$ cat src/rtl/async_fifo_wr_arbiter.sv
// Round-robin arbiter sharing one async_fifo write port among N_REQ requesters.
// Each FIFO entry is {last, id, payload} so the read side can demultiplex.
module async_fifo_wr_arbiter #(
  parameter int unsigned N_REQ        = 4,
  parameter int unsigned BITS         = 32,
  parameter int unsigned MAX_BURST    = 8,
  parameter int unsigned IDLE_TIMEOUT = 16,
  localparam int unsigned ID_BITS     = $clog2(N_REQ),
  localparam int unsigned FIFO_BITS   = BITS + ID_BITS + 1
) (
  input  logic                    clk,
  input  logic                    rst_n,
  input  logic [N_REQ-1:0]        p_req_valid,
  input  logic [N_REQ*BITS-1:0]   p_req_data,
  input  logic [N_REQ-1:0]        p_req_last,
  output logic [N_REQ-1:0]        p_req_ready,
  output logic                    p_fifo_write_en,
  output logic [FIFO_BITS-1:0]    p_fifo_write_data,
  input  logic                    p_fifo_write_full,
  output logic                    p_grant_valid,
  output logic [ID_BITS-1:0]      p_grant_id
);

  localparam int unsigned BC_W = $clog2(MAX_BURST + 1);
  localparam int unsigned IC_W = $clog2(IDLE_TIMEOUT + 1);

  typedef enum logic {
    IDLE,
    BURST
  } state_t;

  state_t             state;
  logic [ID_BITS-1:0] grant_id;
  logic [ID_BITS-1:0] rr_ptr;
  logic [BC_W-1:0]    beat_cnt;
  logic [IC_W-1:0]    idle_cnt;

  logic [BITS-1:0]    req_data [N_REQ];
  logic               pick_found;
  logic [ID_BITS-1:0] pick_id;
  logic [ID_BITS-1:0] cand_id;

  logic               valid_g;
  logic               last_g;
  logic [BITS-1:0]    data_g;
  logic               xfer;
  logic               release_grant;

  always_comb begin
    for (int unsigned i = 0; i < N_REQ; i++) begin
      req_data[i] = p_req_data[i*BITS +: BITS];
    end
  end

  // Scan starts one past the last granted requester and wraps, so the
  // previous owner is considered last.
  always_comb begin
    pick_found = 1'b0;
    pick_id    = '0;
    cand_id    = '0;
    for (int unsigned i = 1; i <= N_REQ; i++) begin
      cand_id = ID_BITS'((32'(rr_ptr) + i) % N_REQ);
      if (!pick_found && p_req_valid[cand_id]) begin
        pick_found = 1'b1;
        pick_id    = cand_id;
      end
    end
  end

  always_comb begin
    valid_g = p_req_valid[grant_id];
    last_g  = p_req_last[grant_id];
    data_g  = req_data[grant_id];
    xfer    = (state == BURST) && valid_g && !p_fifo_write_full;
  end

  // Timeout counts only cycles where the owner has nothing to send; a stall
  // on full with data pending is not idleness.
  always_comb begin
    release_grant = 1'b0;
    if (state == BURST) begin
      if (xfer && (last_g || (beat_cnt + BC_W'(1) == BC_W'(MAX_BURST)))) begin
        release_grant = 1'b1;
      end else if (!valid_g && (idle_cnt + IC_W'(1) == IC_W'(IDLE_TIMEOUT))) begin
        release_grant = 1'b1;
      end
    end
  end

  always_comb begin
    p_req_ready       = '0;
    p_fifo_write_en   = 1'b0;
    p_fifo_write_data = '0;
    if (state == BURST && !p_fifo_write_full) begin
      p_req_ready[grant_id] = 1'b1;
    end
    if (xfer) begin
      p_fifo_write_en   = 1'b1;
      p_fifo_write_data = {last_g, grant_id, data_g};
    end
  end

  always_ff @(posedge clk or negedge rst_n) begin
    if (!rst_n) begin
      state         <= IDLE;
      grant_id      <= '0;
      rr_ptr        <= ID_BITS'(N_REQ - 1);
      beat_cnt      <= '0;
      idle_cnt      <= '0;
      p_grant_valid <= 1'b0;
      p_grant_id    <= '0;
    end else begin
      case (state)
        IDLE: begin
          beat_cnt <= '0;
          idle_cnt <= '0;
          if (pick_found) begin
            state         <= BURST;
            grant_id      <= pick_id;
            p_grant_valid <= 1'b1;
            p_grant_id    <= pick_id;
          end
        end
        BURST: begin
          if (xfer) begin
            beat_cnt <= beat_cnt + BC_W'(1);
            idle_cnt <= '0;
          end else if (!valid_g) begin
            idle_cnt <= idle_cnt + IC_W'(1);
          end
          if (release_grant) begin
            state         <= IDLE;
            rr_ptr        <= grant_id;
            p_grant_valid <= 1'b0;
            p_grant_id    <= '0;
          end
        end
        default: begin
          state         <= IDLE;
          p_grant_valid <= 1'b0;
          p_grant_id    <= '0;
        end
      endcase
    end
  end

endmodule
$ cat config.mk
export PLATFORM = sky130hd
export DESIGN_NAME = async_fifo_wr_arbiter
export DESIGN_NICKNAME = d
export VERILOG_FILES = /design/src/rtl/async_fifo_wr_arbiter.sv
export SDC_FILE = /design/constraint.sdc
export NUM_CORES = 1
export LEC_CHECK = 0
export ABC_CLOCK_PERIOD_IN_PS = 1990
export CELL_PAD_IN_SITES_DETAIL_PLACEMENT = 0
export CELL_PAD_IN_SITES_GLOBAL_PLACEMENT = 1
export CORE_MARGIN = 4
export CORE_UTILIZATION = 20
export DETAILED_ROUTE_END_ITERATION = 12
export PLACE_DENSITY = 0.8
export RECOVER_POWER = 100
export SYNTH_ARGS = -nofsm -noshare
export SYNTH_HDL_FRONTEND = slang
export SYNTH_SLANG_ARGS = --single-unit
$ cat constraint.sdc
create_clock -name clk -period 1.99 [get_ports clk]
set_input_delay 0.398 -clock clk [delete_from_list [all_inputs] [get_ports clk]]
set_output_delay 0.398 -clock clk [all_outputs]
set_load 0.01 [all_outputs]
==> flow_metrics.tcl <==
set metrics [dict create \
    run_status "finished with violations" \
    failed_checks "negative setup slack" \
    number_of_distinct_standard_cells_referenced_by_the_synthesized_netlist 44 \
    ys_seq_area_frac 0.208 \
    drt_first_pass_iters 4 \
    drive_above_1_share 0.424 \
    critical_path.slowest_cell "dfrtp_2" \
    final-max-slew-violation-count 0 \
    power.density_nw_per_um2 1020 \
    drc_errors 0 \
    finalWorstSetupSlack_ps -242 \
    grt_setup_unrepaired "yes" \
    clk-insertion-delay-late_ps 250 \
    synth_nets 331 \
    fin_crit_ps 2230 \
    grt_pass1_wl_um 13400 \
    crit_cells 9 \
    cp_slowest_stage_delay_ps 430 \
    root_buffer "clkbuf_8" \
    synth.area.top_cells "mux4_2 (36%), dfrtp_1 (18%), and2_1 (9.7%)" \
    highest_layer "met4" \
    clkTransAtPathRegs_ps 70 \
    die_w_um 109 \
    timing_hold_violations_final 0 \
    worst_r2r_path_depth 8 \
    worst_clock_skew_ps 5.02 \
    synth.avg_cell_area_sq_um 10.9 \
    initial_utilization 0.208 \
    cts_buffers 3 \
    reg2reg_setup_slack_ps -230 \
    wl_met2_um 4980 \
    async_reset_ff_frac 1.00 \
    fin_area_sq_um 4680 \
    die_h_um 109 \
    setup.worst_path.class "reg -> out" \
    setup_violations 41 \
    port_buffers 181 \
    first_global_vias 2626 \
    routabilityCongestion 0.785 \
    hold_path_class "in -> async" \
    cts_num_sinks 17 \
    synth_area_sq_um 2060 \
    path_delay_family "buffers and inverters" \
    initial_antenna_violation_count 0 \
    max_clock_freq_mhz 448 \
    totalWireLength_um 9640 \
    worstSetupEndpointType "output port" \
    critPathMaxFanout 9 \
    post_synth_inst_count 189 \
    h_tree_depth 1 \
    count_of_boundary_i_o_pins 182 \
    timing.final.crit_share 1.12 \
    ir_worst_vdd_v 0.000687 \
    grt_start_max_net_pins 36 \
    worst-slew-pin-transition_ps 699 \
    total_grt_overflow 0 \
    routed-via-count 2486 \
    clock_tree.buffer_depth 2 \
    nNetsFinal 553 \
    leakage_nw 1.95 \
    core-area_sq_um 9910 \
    met3_length_um 906 \
    globalRouteTotalUtil 0.143 \
    antennaDiodeCount 0 \
    placementRows 36 \
    synth_top_flop_cell "dfrtp_1" \
    synth_top_area_share 0.361 \
    place_hpwl_um 7070 \
    final_common_cell "clkdlybuf4s50_1" \
    ys_seq_elements 17 \
    r2r-start "grant_id[0]$_DFFE_PN0P_" \
    drt-vias-per-instance 4.58 \
    cap_violations 0 \
    post-route-util 0.472 \
    crit_path_frequent_cell "nor2_4" \
    crit_required_ps 1590 \
    die_area_sq_um 12000 \
    synth-warning-count 0 \
    leading_area_contributor_after_synthesis "mux4_2" \
    drt_iter0_markers 88 \
    worst_slew_margin_rel 0.534 \
    tritoncts "built" \
    holdWs_ps 467 \
    timing.rr.end "rr_ptr[0]$_DFFE_PN1P_" \
    cp_num_buf_inv 5 \
    area_growth_pct 127 \
    most-common-layout-cells "clkdlybuf4s50_1 (135), buf_6 (34), mux4_2 (33)" \
    crit_path_start_kind "flip-flop" \
    post_drt_wl_per_cell_um 17.8 \
    critical_path.cell_chain "buf_6 > mux2i_4 > nor2_4 > nor2_4 > inv_4 > buf_4 > buf_12 > and2_1 > buf_2" \
    met1Wirelength_um 3680 \
    detailed_place.area_sq_um 4220 \
    routed_antenna_nets 0 \
    arrival_ps 1830 \
    number_of_synthesized_flops_with_an_enable_pin 0 \
    fin_tns_setup_ps -8510 \
]
==> logic make-up after synthesis <==
| logic type | share of synthesized area |
|---|---|
| AOI/OAI and AO/OA | 0.0961 |
| and+or+nand+nor | 0.203 |
| xor gates and xnor gates | 0.0213 |
| DFF | 0.208 |
| adders and majority gates | 0.0183 |
| buffers and inverters | 0.0481 |
| muxes | 0.405 |
==> report_power, final <==
| group | switching (mW) | internal, mW |
|---|---|---|
| clock | 0.124 | 0.139 |
| combinational | 1.51 | 2.39 |
| sequential | 0.118 | 0.479 |
| total | 1.75 | 3.01 |
==> area by class of cell <==
type,instances,area (sq um)
sequential,17,429
clock inverter,1,5.00
multi-input combinational,151,1670
inverter,8,33.8
timing repair buffer,230,2340
tap,133,166
fill,929,5230
clock buffer,3,41.3
==> worst max path at each step <==
stage,from,endpoint
CTS,grant_id[0]$_DFFE_PN0P_,p_fifo_write_data[3]
global route,grant_id[0]$_DFFE_PN0P_,p_fifo_write_data[17]
floorplan,grant_id[1]$_DFFE_PN0P_,p_fifo_write_data[19]
global placement,p_fifo_write_full,p_fifo_write_data[1]
finish,grant_id[0]$_DFFE_PN0P_,p_fifo_write_data[10]
detailed placement,p_fifo_write_full,p_fifo_write_data[1]
==> metal layers <==
metal / global-route usage / vias up
met5: 0 / -
met3: 0.0341 / 8
li1: - / 1157
met1: 0.170 / 1204
met4: 0.0160 / 0
met2: 0.269 / 117
==> flip-flops by register name, indices dropped and copies added (netlist names) <==
name,count
idle_cnt,5
grant_id,2
p_grant_valid,1
state,1
beat_cnt,4
p_grant_id,2
rr_ptr,2
==> through the flow <==
stage,std cells,setup slack (ps),power (mW)
4_1_cts,538,-250,4.36
6_report,543,-242,4.76
3_3_place_gp,518,-772,3.62
3_5_place_dp,518,-789,3.65
2_1_floorplan,189,-12.8,2.36
5_1_grt,543,-303,5.07
==> synthesized netlist by cell type, types with 3 or more instances <==
cell	n
ha_1	3
xor2_1	3
dfrtp_1	15
clkbuf_1	5
and2_1	32
nor2_1	10
buf_2	6
mux2i_1	6
nand3_1	8
a21oi_1	4
o21ai_0	7
nand2_1	14
mux4_2	33
inv_1	5
==> timing repair <==
action / 4_1_cts / 5_1_grt
endpoints found under the hold margin: 0 / 0
resized for setup: 201 / 46
gates cloned: 4 / 2
pin swaps: 10 / 4
endpoints found under the setup margin: 48 / 44
setup buffers: 12 / 5
hold buffers: 0 / 0
Note: power is estimated with default switching activity, not from simulation.
